`config.mk`:
```
export PLATFORM = sky130hd
export DESIGN_NAME = ldtu_out_stage_flat
export DESIGN_NICKNAME = d
export VERILOG_FILES = /design/src/rtl/ldtu_out_stage_if.sv /design/src/rtl/ldtu_out_stage.sv /design/src/flat_wrapper.sv
export SDC_FILE = /design/constraint.sdc
export NUM_CORES = 1
export LEC_CHECK = 0
export ABC_AREA = 1
export CAP_MARGIN = 20
export CORE_MARGIN = 2
export CORE_UTILIZATION = 48
export DETAILED_ROUTE_END_ITERATION = 6
export PLACE_DENSITY = 0.7
export SLEW_MARGIN = 10
export SYNTH_ARGS = -nofsm -noshare
export SYNTH_HDL_FRONTEND = slang
export SYNTH_SLANG_ARGS = --single-unit
export TNS_END_PERCENT = 100
```
`constraint.sdc`:
```
create_clock -name CLK -period 8.8 [get_ports CLK]
set_clock_uncertainty 0.1 [all_clocks]
set_input_delay 1.76 -clock CLK [delete_from_list [all_inputs] [get_ports CLK]]
set_output_delay 1.76 -clock CLK [all_outputs]
set_load 0.05 [all_outputs]
```
`src/rtl/ldtu_out_stage_if.sv`:
```
// Bus bundle between the control unit, the output stage and the serializer lanes.
// The master side drives mode, write and flush requests; the slave side is the output stage.
interface ldtu_out_stage_if #(
    parameter int NBITS    = 32,
    parameter int NLANES   = 4,
    parameter int PTR_BITS = 4
);
    logic [1:0]              MODE;
    logic                    wr_en;
    logic [NBITS-1:0]        data_in;
    logic                    handshake;
    logic [NLANES*NBITS-1:0] atu_data;
    logic [NLANES*NBITS-1:0] data_out;
    logic                    full;
    logic                    empty;
    logic                    losing_data;
    logic [7:0]              drop_cnt;
    logic [PTR_BITS:0]       level;

    modport master (
        output MODE, wr_en, data_in, handshake, atu_data,
        input  data_out, full, empty, losing_data, drop_cnt, level
    );

    modport slave (
        input  MODE, wr_en, data_in, handshake, atu_data,
        output data_out, full, empty, losing_data, drop_cnt, level
    );
endinterface

```
`src/rtl/ldtu_out_stage.sv`:
```
// LiTE-DTU output stage: circular word buffer feeding NLANES serializer lanes round-robin,
// with ATU pass-through, sync/idle patterns, handshake flush and dropped-write accounting.
module ldtu_out_stage #(
    parameter int               NBITS     = 32,
    parameter int               NLANES    = 4,
    parameter int               DEPTH     = 16,
    parameter int               PTR_BITS  = 4,
    parameter logic [NBITS-1:0] IDLE_WORD = 32'hEAAAAAAA,
    parameter logic [NBITS-1:0] SYNC_WORD = 32'h5A5A5A5A
) (
    input  logic                CLK,
    input  logic                RST,
    ldtu_out_stage_if.slave     bus
);
    localparam int                LANE_BITS = (NLANES > 1) ? $clog2(NLANES) : 1;
    localparam logic [PTR_BITS:0] FULL_CNT  = (PTR_BITS+1)'(DEPTH);
    localparam logic [LANE_BITS-1:0] LAST_LANE = LANE_BITS'(NLANES - 1);

    localparam logic [1:0] MODE_DTU  = 2'b00;
    localparam logic [1:0] MODE_ATU  = 2'b01;
    localparam logic [1:0] MODE_SYNC = 2'b10;
    localparam logic [1:0] MODE_IDLE = 2'b11;

    logic [NBITS-1:0]        mem [DEPTH];
    logic [PTR_BITS-1:0]     wr_ptr, rd_ptr;
    logic [PTR_BITS:0]       count, count_next;
    logic                    full_q, empty_q;
    logic [LANE_BITS-1:0]    lane_ptr;
    logic [NLANES*NBITS-1:0] lanes;
    logic                    lose_q;
    logic [7:0]              drops;

    logic do_wr, do_drop, do_rd;

    // NOTE: every signal gets a default at the top of always_comb so no path leaves it unassigned (no latch).
    always_comb begin
        do_wr      = 1'b0;
        do_drop    = 1'b0;
        do_rd      = 1'b0;
        count_next = count;
        if (!bus.handshake) begin
            do_wr   = bus.wr_en && !full_q;
            do_drop = bus.wr_en && full_q;
            do_rd   = (bus.MODE == MODE_DTU) && !empty_q;
            if (do_wr && !do_rd)
                count_next = count + (PTR_BITS+1)'(1);
            else if (!do_wr && do_rd)
                count_next = count - (PTR_BITS+1)'(1);
        end else begin
            count_next = '0;
        end
    end

    // NOTE: the storage array has no reset; validity is tracked entirely by the pointers and count.
    always_ff @(posedge CLK) begin
        if (do_wr)
            mem[wr_ptr] <= bus.data_in;
    end

    // NOTE: sequential state uses non-blocking assignments so every flop samples pre-edge values.
    always_ff @(posedge CLK or posedge RST) begin
        if (RST) begin
            wr_ptr   <= '0;
            rd_ptr   <= '0;
            count    <= '0;
            full_q   <= 1'b0;
            empty_q  <= 1'b1;
            lane_ptr <= '0;
            lanes    <= '0;
            lose_q   <= 1'b0;
            drops    <= '0;
        end else begin
            if (do_wr)
                wr_ptr <= wr_ptr + PTR_BITS'(1);
            if (bus.handshake)
                rd_ptr <= wr_ptr;
            else if (do_rd)
                rd_ptr <= rd_ptr + PTR_BITS'(1);

            count   <= count_next;
            full_q  <= (count_next == FULL_CNT);
            empty_q <= (count_next == '0);

            lose_q <= do_drop;
            if (do_drop && drops != 8'hFF)
                drops <= drops + 8'd1;

            if (bus.handshake) begin
                lanes    <= {NLANES{SYNC_WORD}};
                lane_ptr <= '0;
            end else begin
                case (bus.MODE)
                    MODE_DTU: begin
                        // Only the scheduled lane changes; the rest hold for a full rotation.
                        lanes[int'(lane_ptr)*NBITS +: NBITS] <= empty_q ? IDLE_WORD : mem[rd_ptr];
                        lane_ptr <= (lane_ptr == LAST_LANE) ? '0 : lane_ptr + LANE_BITS'(1);
                    end
                    MODE_ATU: begin
                        lanes <= bus.atu_data;
                    end
                    MODE_SYNC: begin
                        lanes    <= {NLANES{SYNC_WORD}};
                        lane_ptr <= '0;
                    end
                    default: begin
                        lanes    <= {NLANES{IDLE_WORD}};
                        lane_ptr <= '0;
                    end
                endcase
            end
        end
    end

    assign bus.data_out    = lanes;
    assign bus.full        = full_q;
    assign bus.empty       = empty_q;
    assign bus.losing_data = lose_q;
    assign bus.drop_cnt    = drops;
    assign bus.level       = count;
endmodule
```
`src/flat_wrapper.sv`:
```
// flat-port wrapper written by rule: the top's interface ports become plain ports
module ldtu_out_stage_flat 
#(
    parameter int               NBITS     = 32,
    parameter int               NLANES    = 4,
    parameter int               DEPTH     = 16,
    parameter int               PTR_BITS  = 4,
    parameter logic [NBITS-1:0] IDLE_WORD = 32'hEAAAAAAA,
    parameter logic [NBITS-1:0] SYNC_WORD = 32'h5A5A5A5A
)
  (CLK, RST, bus_MODE, bus_wr_en, bus_data_in, bus_handshake, bus_atu_data, bus_data_out, bus_full, bus_empty, bus_losing_data, bus_drop_cnt, bus_level);
  ldtu_out_stage_if #(.NBITS(NBITS), .NLANES(NLANES), .PTR_BITS(PTR_BITS)) bus_i ();
  input  logic CLK;
  input  logic RST;
  input wire logic [$bits(bus_i.MODE)-1:0] bus_MODE;
  input wire logic [$bits(bus_i.wr_en)-1:0] bus_wr_en;
  input wire logic [$bits(bus_i.data_in)-1:0] bus_data_in;
  input wire logic [$bits(bus_i.handshake)-1:0] bus_handshake;
  input wire logic [$bits(bus_i.atu_data)-1:0] bus_atu_data;
  output wire logic [$bits(bus_i.data_out)-1:0] bus_data_out;
  output wire logic [$bits(bus_i.full)-1:0] bus_full;
  output wire logic [$bits(bus_i.empty)-1:0] bus_empty;
  output wire logic [$bits(bus_i.losing_data)-1:0] bus_losing_data;
  output wire logic [$bits(bus_i.drop_cnt)-1:0] bus_drop_cnt;
  output wire logic [$bits(bus_i.level)-1:0] bus_level;
  assign bus_i.MODE = bus_MODE;
  assign bus_i.wr_en = bus_wr_en;
  assign bus_i.data_in = bus_data_in;
  assign bus_i.handshake = bus_handshake;
  assign bus_i.atu_data = bus_atu_data;
  assign bus_data_out = bus_i.data_out;
  assign bus_full = bus_i.full;
  assign bus_empty = bus_i.empty;
  assign bus_losing_data = bus_i.losing_data;
  assign bus_drop_cnt = bus_i.drop_cnt;
  assign bus_level = bus_i.level;
  ldtu_out_stage #(.NBITS(NBITS), .NLANES(NLANES), .DEPTH(DEPTH), .PTR_BITS(PTR_BITS), .IDLE_WORD(IDLE_WORD), .SYNC_WORD(SYNC_WORD)) u_core (.CLK(CLK), .RST(RST), .bus(bus_i));
endmodule
```
# --- After elaboration in Yosys (flattened, before gate mapping) ---
# Memory sizes are Yosys's and may differ from the RTL's.
# Cells that the tools add are included.
classes:
  n_addsub: 7
  eq_ne: 6
  shift: 2
  muxes: 17
  reduce_logical: 13
ops:
  columns: ["op", "n"]
  rows:
  - ["$pmux W128 S3", 1]
  - ["$bwmux W128", 1]
  - ["$mux W128", 1]
  - ["$shift A32 B33 Y128 const A", 1]
  - ["$shiftx A32 B33 Y128", 1]
  - ["$neg A7 Y33", 1]
  - ["$mux W32", 1]
  - ["$mux W5", 3]
  - ["$add A4 B1 Y4 const B", 2]
  - ["$add A8 B1 Y8 const B", 1]
  - ["$mux W4", 2]
  - ["$ne A8 B8 Y1 const B", 1]
  - ["$logic_and A1 B1 Y1", 6]
  - ["$add A5 B1 Y5 const B", 1]
  - ["$eq A5 B5 Y1 const B", 1]
  - ["$logic_not A5 Y1", 1]
  - ["$mux W1", 5]
  - ["$sub A5 B1 Y5 const B", 1]
  - ["$eq A2 B2 Y1 const B", 2]
  - ["$logic_not A1 Y1", 4]
  - ["$mux W2", 2]
  - ["$pmux W2 S2", 1]
  - ["$add A2 B1 Y2 const B", 1]
  - ["$eq A2 B1 Y1 const B", 1]
  - ["3 further kinds", 3]
word_totals:
  reg_bits: 154
  ram_bits: 512
  in_bits: 166
  output_inout_bits: 144
  n_memories: 1
memory_table:
  columns: ["memory", "words", "word_bits", "read_ports", "rd_clocked_by_memory_dff", "wr", "line_no", "source"]
  rows:
  - ["u_core.mem", 16, 32, 1, 0, 1, "ldtu_out_stage.sv:24", "logic [NBITS-1:0] mem [DEPTH];"]

# --- Depth between registers and ports, before layout ---
# Gate-level depths: netlist (run 1).
depth:
  ltp_word: 8
  depth_mapped: 13
  mapped_depth_nobuf: 11

# --- Worst setup path after synthesis (run 1) ---
# OpenSTA, ideal clock, no wires.
synth_path:
  kind: "input-to-reg"
  start: "input port bus_handshake"
  end: "memory u_core.mem[11][0] (enable)"
  setup_ns: 0.421
  t_arrival_ns: 4.031
  slack_ns: 4.248
  path_stages: 5
  n_path_buf: 2
  path_cell_list: "clkbuf_1 > clkbuf_1 > nor2_1 > nand2_1 > nor2_1"
synth_via:
  elab_chain_cells: 3
synth_rtl:
  columns: ["element", "line_no", "source"]
  rows:
  - ["start, declared", "flat_wrapper.sv:18", "input wire logic [$bits(bus_i.handshake)-1:0] bus_handshake;"]
  - ["$mux W1", "ldtu_out_stage.sv:41", "if (!bus.handshake) begin"]
  - ["$mux W1", "ldtu_out_stage.sv:56", "if (do_wr)"]
  - ["$mux W1 (implied by the code)", "ldtu_out_stage.sv:57", "mem[wr_ptr] <= bus.data_in;"]
  - ["end, declared", "ldtu_out_stage.sv:24", null]
# No other way between the ends.

# --- Final worst setup path (run 1) ---
layout_path:
  start: "input port bus_MODE[1]"
  end: "register u_core.lanes[46] (netlist: u_core.bus.data_out[46])"
layout_via:
  elab_chain_cells: 3
layout_rtl:
  columns: ["element", "line_no", "source"]
  rows:
  - ["start, declared", "flat_wrapper.sv:15", "input wire logic [$bits(bus_i.MODE)-1:0] bus_MODE;"]
  - ["$eq A2 B2 Y1 (tied with other cells)", "ldtu_out_stage.sv:92", "case (bus.MODE)"]
  - ["$pmux W128 S3 (*)", "ldtu_out_stage.sv:92", null]
  - ["$mux W128 (*)", "ldtu_out_stage.sv:88", "if (bus.handshake) begin"]
  - ["end signal, assigned", "ldtu_out_stage.sv:89", "lanes <= {NLANES{SYNC_WORD}};"]
  - ["end signal, assigned by index", "ldtu_out_stage.sv:95", "lanes[int'(lane_ptr)*NBITS +: NBITS] <= empty_q ? IDLE_WORD : mem[rd_ptr];"]
  - ["end signal, assigned", "ldtu_out_stage.sv:99", "lanes <= bus.atu_data;"]
  - ["end, declared", "ldtu_out_stage.sv:29", "logic [NLANES*NBITS-1:0] lanes;"]
# Mark *: on every way between the ends. The rest lies on a longest branch, timed or not.
# A chain may end at the register's enable or synchronous reset.

==> flow_summary.yaml, run 1 <==
power_and_ir_drop:
  leakagePower_nw: 12.9
  switching_share_pct: 34.8
  clkPwrFrac_pct: 32.4
  design_power_total_mw: 9.24
  p_int_mw: 6.02
  switchingPower_mw: 3.22
  seq_power_share_pct: 40.3
  max-vdd-ir-drop_mv: 0.182
  comb_power_share_pct: 27.3
  p_per_area_mw_per_mm2: 265
placed_design:
  port_buffers: 309
  gp_congestion: 0.917
  postPlaceCellArea_mm2: 0.0323
  dp.cells: 3621
  dpl.hpwl_um: 53000
cts:
  ctsHoldBuffers: 0
  cts_setup_buffers: 0
  cts_resized: 0
  cts_max_level: 3
  clkSlewWorstSetupHoldPaths_ps: 60
  cts_buffer_depth: 3
  clock_latency_ps: 620
  cts_root_buf: "clkbuf_16"
  numCtsBuffers: 70
  tritoncts: "yes"
  cts.sink_count: 666
detailed_routing:
  wl_per_cell_um: 22.6
  ant_nets: 0
  firstDrtPassIters: 5
  route.detailed.drc: 0
  drt_iter0_drc: 2242
  vias: 21600
  post_drt_via_cell_ratio: 5.74
  routed_wirelength_um: 84900
layout:
  final_cell_area_mm2: 0.0349
  areaGrowthSynthToFinish_pct: 22.4
  fin_nets: 3111
  postLayoutCoreUtil_pct: 59.3
  drive_gt1_share_pct: 6.47
  layoutNonFillerInstCount: 3756
  antenna_cells: 0
  fillCellCount: 4665
synthesis:
  synth_common_cells: "512 x edfxtp_1, 510 x nand2_1, 331 x nor2_1, 250 x o21ai_0, 204 x nand3_1"
  synth_compound_area_share_pct: 10.9
  yosys.area_share.adder_pct: 0.614
  netlist.top_cell.by_area: "edfxtp_1"
  syn_area_per_cell_um2: 10.6
  synthArstFlopShare_pct: 23.1
  ys.flop_type: "edfxtp_1"
  synth_seq_cells: 666
  synthMostInstantiatedCell: "edfxtp_1"
  synth_edf_count: 512
  synthDominantCellAreaShare_pct: 53.9
  synth_top_family_by_area: "simple AND/OR/NAND/NOR gates"
  syn-cell-area_mm2: 0.0285
  syn-instance-count: 2685
  muxShareOfSynthArea_pct: 0
  synth.net_count: 2865
  synth_cell_types: 35
  seq_area_frac_synth_pct: 67.4
  synth_top_cells_by_area: "edfxtp_1 54%, dfrtp_1 13%, nand2_1 6.7%, o21ai_0 4.4%, nor2_1 4.4%"
  yosys.area_share.simple_pct: 15.9
  synth_xor_area_share_pct: 0.368
  yosys_warnings: 0
hold_path:
  worstHoldStart: "u_core.bus.drop_cnt[7]"
  hold_class: "flop to flop"
  hold_path_end: "u_core.bus.drop_cnt[7]"
  min_path_cells: 1
setup_path:
  crit_path_cell_trace: "clkdlybuf4s50_1 > buf_4 > nor2_4 > inv_1 > nor2_2 > buf_4 > inv_2 > a21oi_1 > a21oi_1"
  start_kind: "input pin"
  cp.required_ps: 9190
  r2r_cells: 10
  timing.rr.end: "u_core.bus.data_out[91]"
  r2r_slack_ps: 4550
  timing_worst_setup_path_type: "input pin to flop"
  r2r-start: "u_core.rd_ptr[0]"
  arrival_ps: 4870
  cp_slowest_cell: "nor2_4"
  cp-end-kind: "flop"
  critPathMaxFanout: 48
  cpPeakStageDelay_ps: 880
global_routing:
  track_usage_pct: 27.0
  grt_util_met2_pct: 45.4
  grt_max_degree: 158
  use_met1_pct: 34.1
  grt_overflow: 0
  top_usage_layer: "met2"
  use_met3_pct: 4.61
  grt_pass1_wl_um: 124000
  first_global_vias: 20900
  antenna_found_initial: 1
floorplan:
  core_region_area_mm2: 0.0589
  die_area_mm2: 0.0614
  io_pins: 310
  rows: 89
  start_util_pct: 48.4
  die_w_um: 248
  die_y_um: 248
timing:
  hold_violations: 0
  fin_crit_sh_pct: 50.8
  tightest_slew_ps: 1140
  max_clock_freq_mhz: 224
  rsz0062_at_grt: "no"
  setup_viol: 0
  min_period_ps: 4470
  relSlewSlack_pct: 24.2
  slew_viol_final: 0
  tns_ps: 0
flow_run:
  cap_violations: 0
run_status:
  outcome: "finished clean"
[cell usage in the layout (no fill, tap or decap), drive strengths merged]
| cell | count |
|---|---|
| a21o | 2 |
| dfrtp | 153 |
| a22o | 1 |
| bufinv | 6 |
| nor3 | 7 |
| buf | 44 |
| nand2 | 510 |
| clkbuf | 93 |
| o221ai | 3 |
| clkdlybuf4s50 | 309 |
| nor2 | 340 |
| o21ai | 256 |
| nand4 | 43 |
| nor4 | 1 |
| dfstp | 1 |
| a21oi | 178 |
| xnor2 | 2 |
| inv | 150 |
| o21a | 1 |
| clkinvlp | 5 |
| ha | 14 |
| o22ai | 3 |
| xor2 | 10 |
| clkinv | 18 |
| a22oi | 1 |
| nand3 | 204 |
| edfxtp | 512 |
| or2 | 1 |
| o211ai | 101 |
| o31ai | 5 |
| o21bai | 9 |
[worst max-delay path, delay by kind of cell]
kind / cells / cell delay, ps
buffers and inverters: 5 / 1660
AO/OA/AOI/OAI: 2 / 380
AND/OR/NAND/NOR: 2 / 1000
[sequential cells by signal, indices dropped and copies added, names as in the netlist, 2 cells and up]
register / count
u_core.mem: 512
u_core.bus.data_out: 128
u_core.bus.drop_cnt: 8
u_core.bus.level: 5
u_core.rd_ptr: 4
u_core.wr_ptr: 4
u_core.lane_ptr: 2
[worst max path at each step]
stage                     start                  endpoint  slack [ps]  depth (start not counted)
floorplan                   RST    u_core.bus.data_out[0]        2790                          1
global placement      bus_wr_en         u_core.mem[15][6]        3860                          7
detailed placement  bus_MODE[1]  u_core.bus.data_out[123]        3780                          9
CTS                 bus_MODE[1]   u_core.bus.data_out[46]        4400                          9
global route        bus_MODE[1]  u_core.bus.data_out[123]        4140                          9
finish              bus_MODE[1]   u_core.bus.data_out[46]        4330                          9
[power by group through the flow]
stage | clock network [mW] | logic (mW) | registers, mW
4_1_cts | 3.02 | 2.47 | 3.72
6_report | 2.99 | 2.52 | 3.72
5_1_grt | 3.14 | 2.73 | 3.74
3_5_place_dp | 0 | 2.45 | 3.78
3_3_place_gp | 0 | 2.39 | 3.78
2_1_floorplan | 0 | 1.48 | 3.84
[per-layer routing]
metal / vias to the layer above / part of all wire, %
met2: 1069 / 48
met1: 10500 / 38
met4: 2 / 4.8
li1: 9840 / -
met3: 196 / 8.6
met5: - / 0.015
[cells by family (layout without fill, tap and decap cells)]
group / Yosys count / in the layout
compound gates: 560 / 560
simple gates: 1106 / 1106
flops: 666 / 666
xor+xnor: 12 / 12
fa+ha+maj: 14 / 14
buf+inv: 327 / 625
[layout make-up]
type	count	area (um2)	area share, %
clock inverter	31	395	1.13
multi-input combinational	1692	8090	23.2
inverter	148	566	1.62
sequential	666	19200	55.1
tap	773	967	2.77
timing repair buffer	353	3730	10.7
clock buffer	93	1940	5.55
[through the flow]
stage / hold WS, ps / worst slack, ps
5_1_grt: 422 / 4140
6_report: 398 / 4330
4_1_cts: 402 / 4400
2_1_floorplan: 430 / 2790
3_5_place_dp: 390 / 3780
3_3_place_gp: 384 / 3860
Note: power is estimated with default switching activity, not from simulation.
==> run 2, diff against run 1 <==
==> constraint.sdc (replaced) <==
create_clock -name CLK -period 4.4 [get_ports CLK]
set_clock_uncertainty 0.1 [all_clocks]
set_input_delay 0.88 -clock CLK [delete_from_list [all_inputs] [get_ports CLK]]
set_output_delay 0.88 -clock CLK [all_outputs]
set_load 0.05 [all_outputs]
==> flow_summary.yaml, run 2 (same netlist as run 1, synthesis figures left out) <==
floorplan:
  rows: 89
  die_area_mm2: 0.0614
  io_pins: 310
  die_w_um: 248
  die_y_um: 248
  start_util_pct: 48.4
  core_region_area_mm2: 0.0589
timing:
  hold_violations: 0
  relSlewSlack_pct: 29.6
  fin_crit_sh_pct: 73.4
  tightest_slew_ps: 1050
  slew_viol_final: 0
  min_period_ps: 3230
  rsz0062_at_grt: "no"
  max_clock_freq_mhz: 310
  tns_ps: 0
  setup_viol: 0
cts:
  cts_buffer_depth: 3
  cts_resized: 0
  cts.sink_count: 666
  cts_root_buf: "clkbuf_16"
  clock_latency_ps: 610
  tritoncts: "yes"
  cts_max_level: 3
  numCtsBuffers: 71
  cts_setup_buffers: 0
  clkSlewWorstSetupHoldPaths_ps: 60
  ctsHoldBuffers: 0
setup_path:
  r2r_slack_ps: 1170
  timing.rr.end: "u_core.bus.data_out[88]"
  critPathMaxFanout: 32
  cp.required_ps: 4850
  crit_end: "u_core.bus.data_out[88]"
  arrival_ps: 3680
  startpoint: "u_core.lane_ptr[0]"
  r2r-start: "u_core.lane_ptr[0]"
  timing_worst_setup_path_type: "flop to flop"
  cp-end-kind: "flop"
  r2r_cells: 8
  start_kind: "flop"
global_routing:
  top_usage_layer: "met2"
  use_met3_pct: 5.33
  track_usage_pct: 27.6
  use_met1_pct: 36.1
  grt_pass1_wl_um: 127000
  grt_max_degree: 218
  grt_overflow: 0
  antenna_found_initial: 4
  first_global_vias: 20900
  grt_util_met2_pct: 44.9
placed_design:
  gp_congestion: 0.965
  dpl.hpwl_um: 55500
  port_buffers: 309
layout:
  postLayoutCoreUtil_pct: 59.3
  fin_nets: 3131
  final_cell_mix: "512 x edfxtp_1, 510 x nand2_1, 314 x nor2_1"
  drive_gt1_share_pct: 6.86
  areaGrowthSynthToFinish_pct: 22.4
  antenna_cells: 0
  largest_reg_flops: 512
  largest-register: "u_core.mem"
  layout_commonest_cell: "edfxtp_1"
detailed_routing:
  route.detailed.drc: 0
  vias: 21800
  wl_per_cell_um: 22.7
  routed_wirelength_um: 85800
  firstDrtPassIters: 6
  ant_nets: 0
  drt_iter0_drc: 2407
  post_drt_via_cell_ratio: 5.77
hold_path:
  hold_class: "flop to flop"
power_and_ir_drop:
  max-vdd-ir-drop_mv: 0.610
  p_per_area_mw_per_mm2: 528
  leakagePower_nw: 13.0
run_status:
  outcome: "finished clean"
flow_run:
  cap_violations: 0
run 2: area by class of cell:
type / count / area (um2)
Tap cell: 773 / 967
Clock buffer: 95 / 1980
Inverter: 148 / 564
Fill cell: 4743 / 24000
Sequential cell: 666 / 19200
Timing Repair Buffer: 372 / 3780
Multi-Input combinational cell: 1692 / 8090
Clock inverter: 31 / 295
run 2: how the worst min path moves through the flow:
stage,cells past startpoint,startpoint,endpoint,slack (ps)
after floorplan,1,u_core.wr_ptr[0],u_core.wr_ptr[0],430
after global placement,1,u_core.bus.drop_cnt[7],u_core.bus.drop_cnt[7],380
after detailed placement,1,u_core.bus.drop_cnt[7],u_core.bus.drop_cnt[7],390
after CTS,1,u_core.bus.drop_cnt[7],u_core.bus.drop_cnt[7],400
after global routing,1,u_core.bus.drop_cnt[7],u_core.bus.drop_cnt[7],430
final,1,u_core.bus.drop_cnt[7],u_core.bus.drop_cnt[7],400
run 2: metal layers:
| metal | share of wire, % | wire [um] |
|---|---|---|
| met5 | 0.013 | 11 |
| met4 | 4.2 | 3580 |
| met3 | 9.5 | 8140 |
| met2 | 47 | 40600 |
| met1 | 39 | 33400 |
run 2: metrics by stage:
stage                     instances  worst slack [ps]  hold slack (ps)  cell area, um2  power [mW]
after CTS                      3776              1220              397           34900        18.4
after global routing           3777              1030              428           34900        19.2
after floorplan                2685               728              430           28500        10.6
final                          3777              1170              397           34900        18.5
after global placement         3650               793              382           32600        12.5
after detailed placement       3650               782              386           32600        12.6
run 2: power by group:
part / switching, mW / total (mW) / internal [mW]
Sequential: 0.166 / 7.31 / 7.14
Clock: 2.41 / 5.87 / 3.46
Combinational: 3.80 / 5.28 / 1.48
Total: 6.37 / 18.5 / 12.1
run 2: critical path, cell delays in order (launching register included):
cell	delay, ps
dfrtp_2	770
inv_1	190
ha_1	410
inv_1	90
nor3_2	770
inv_1	340
o31ai_1	340
nand2_1	80
nand2_1	70
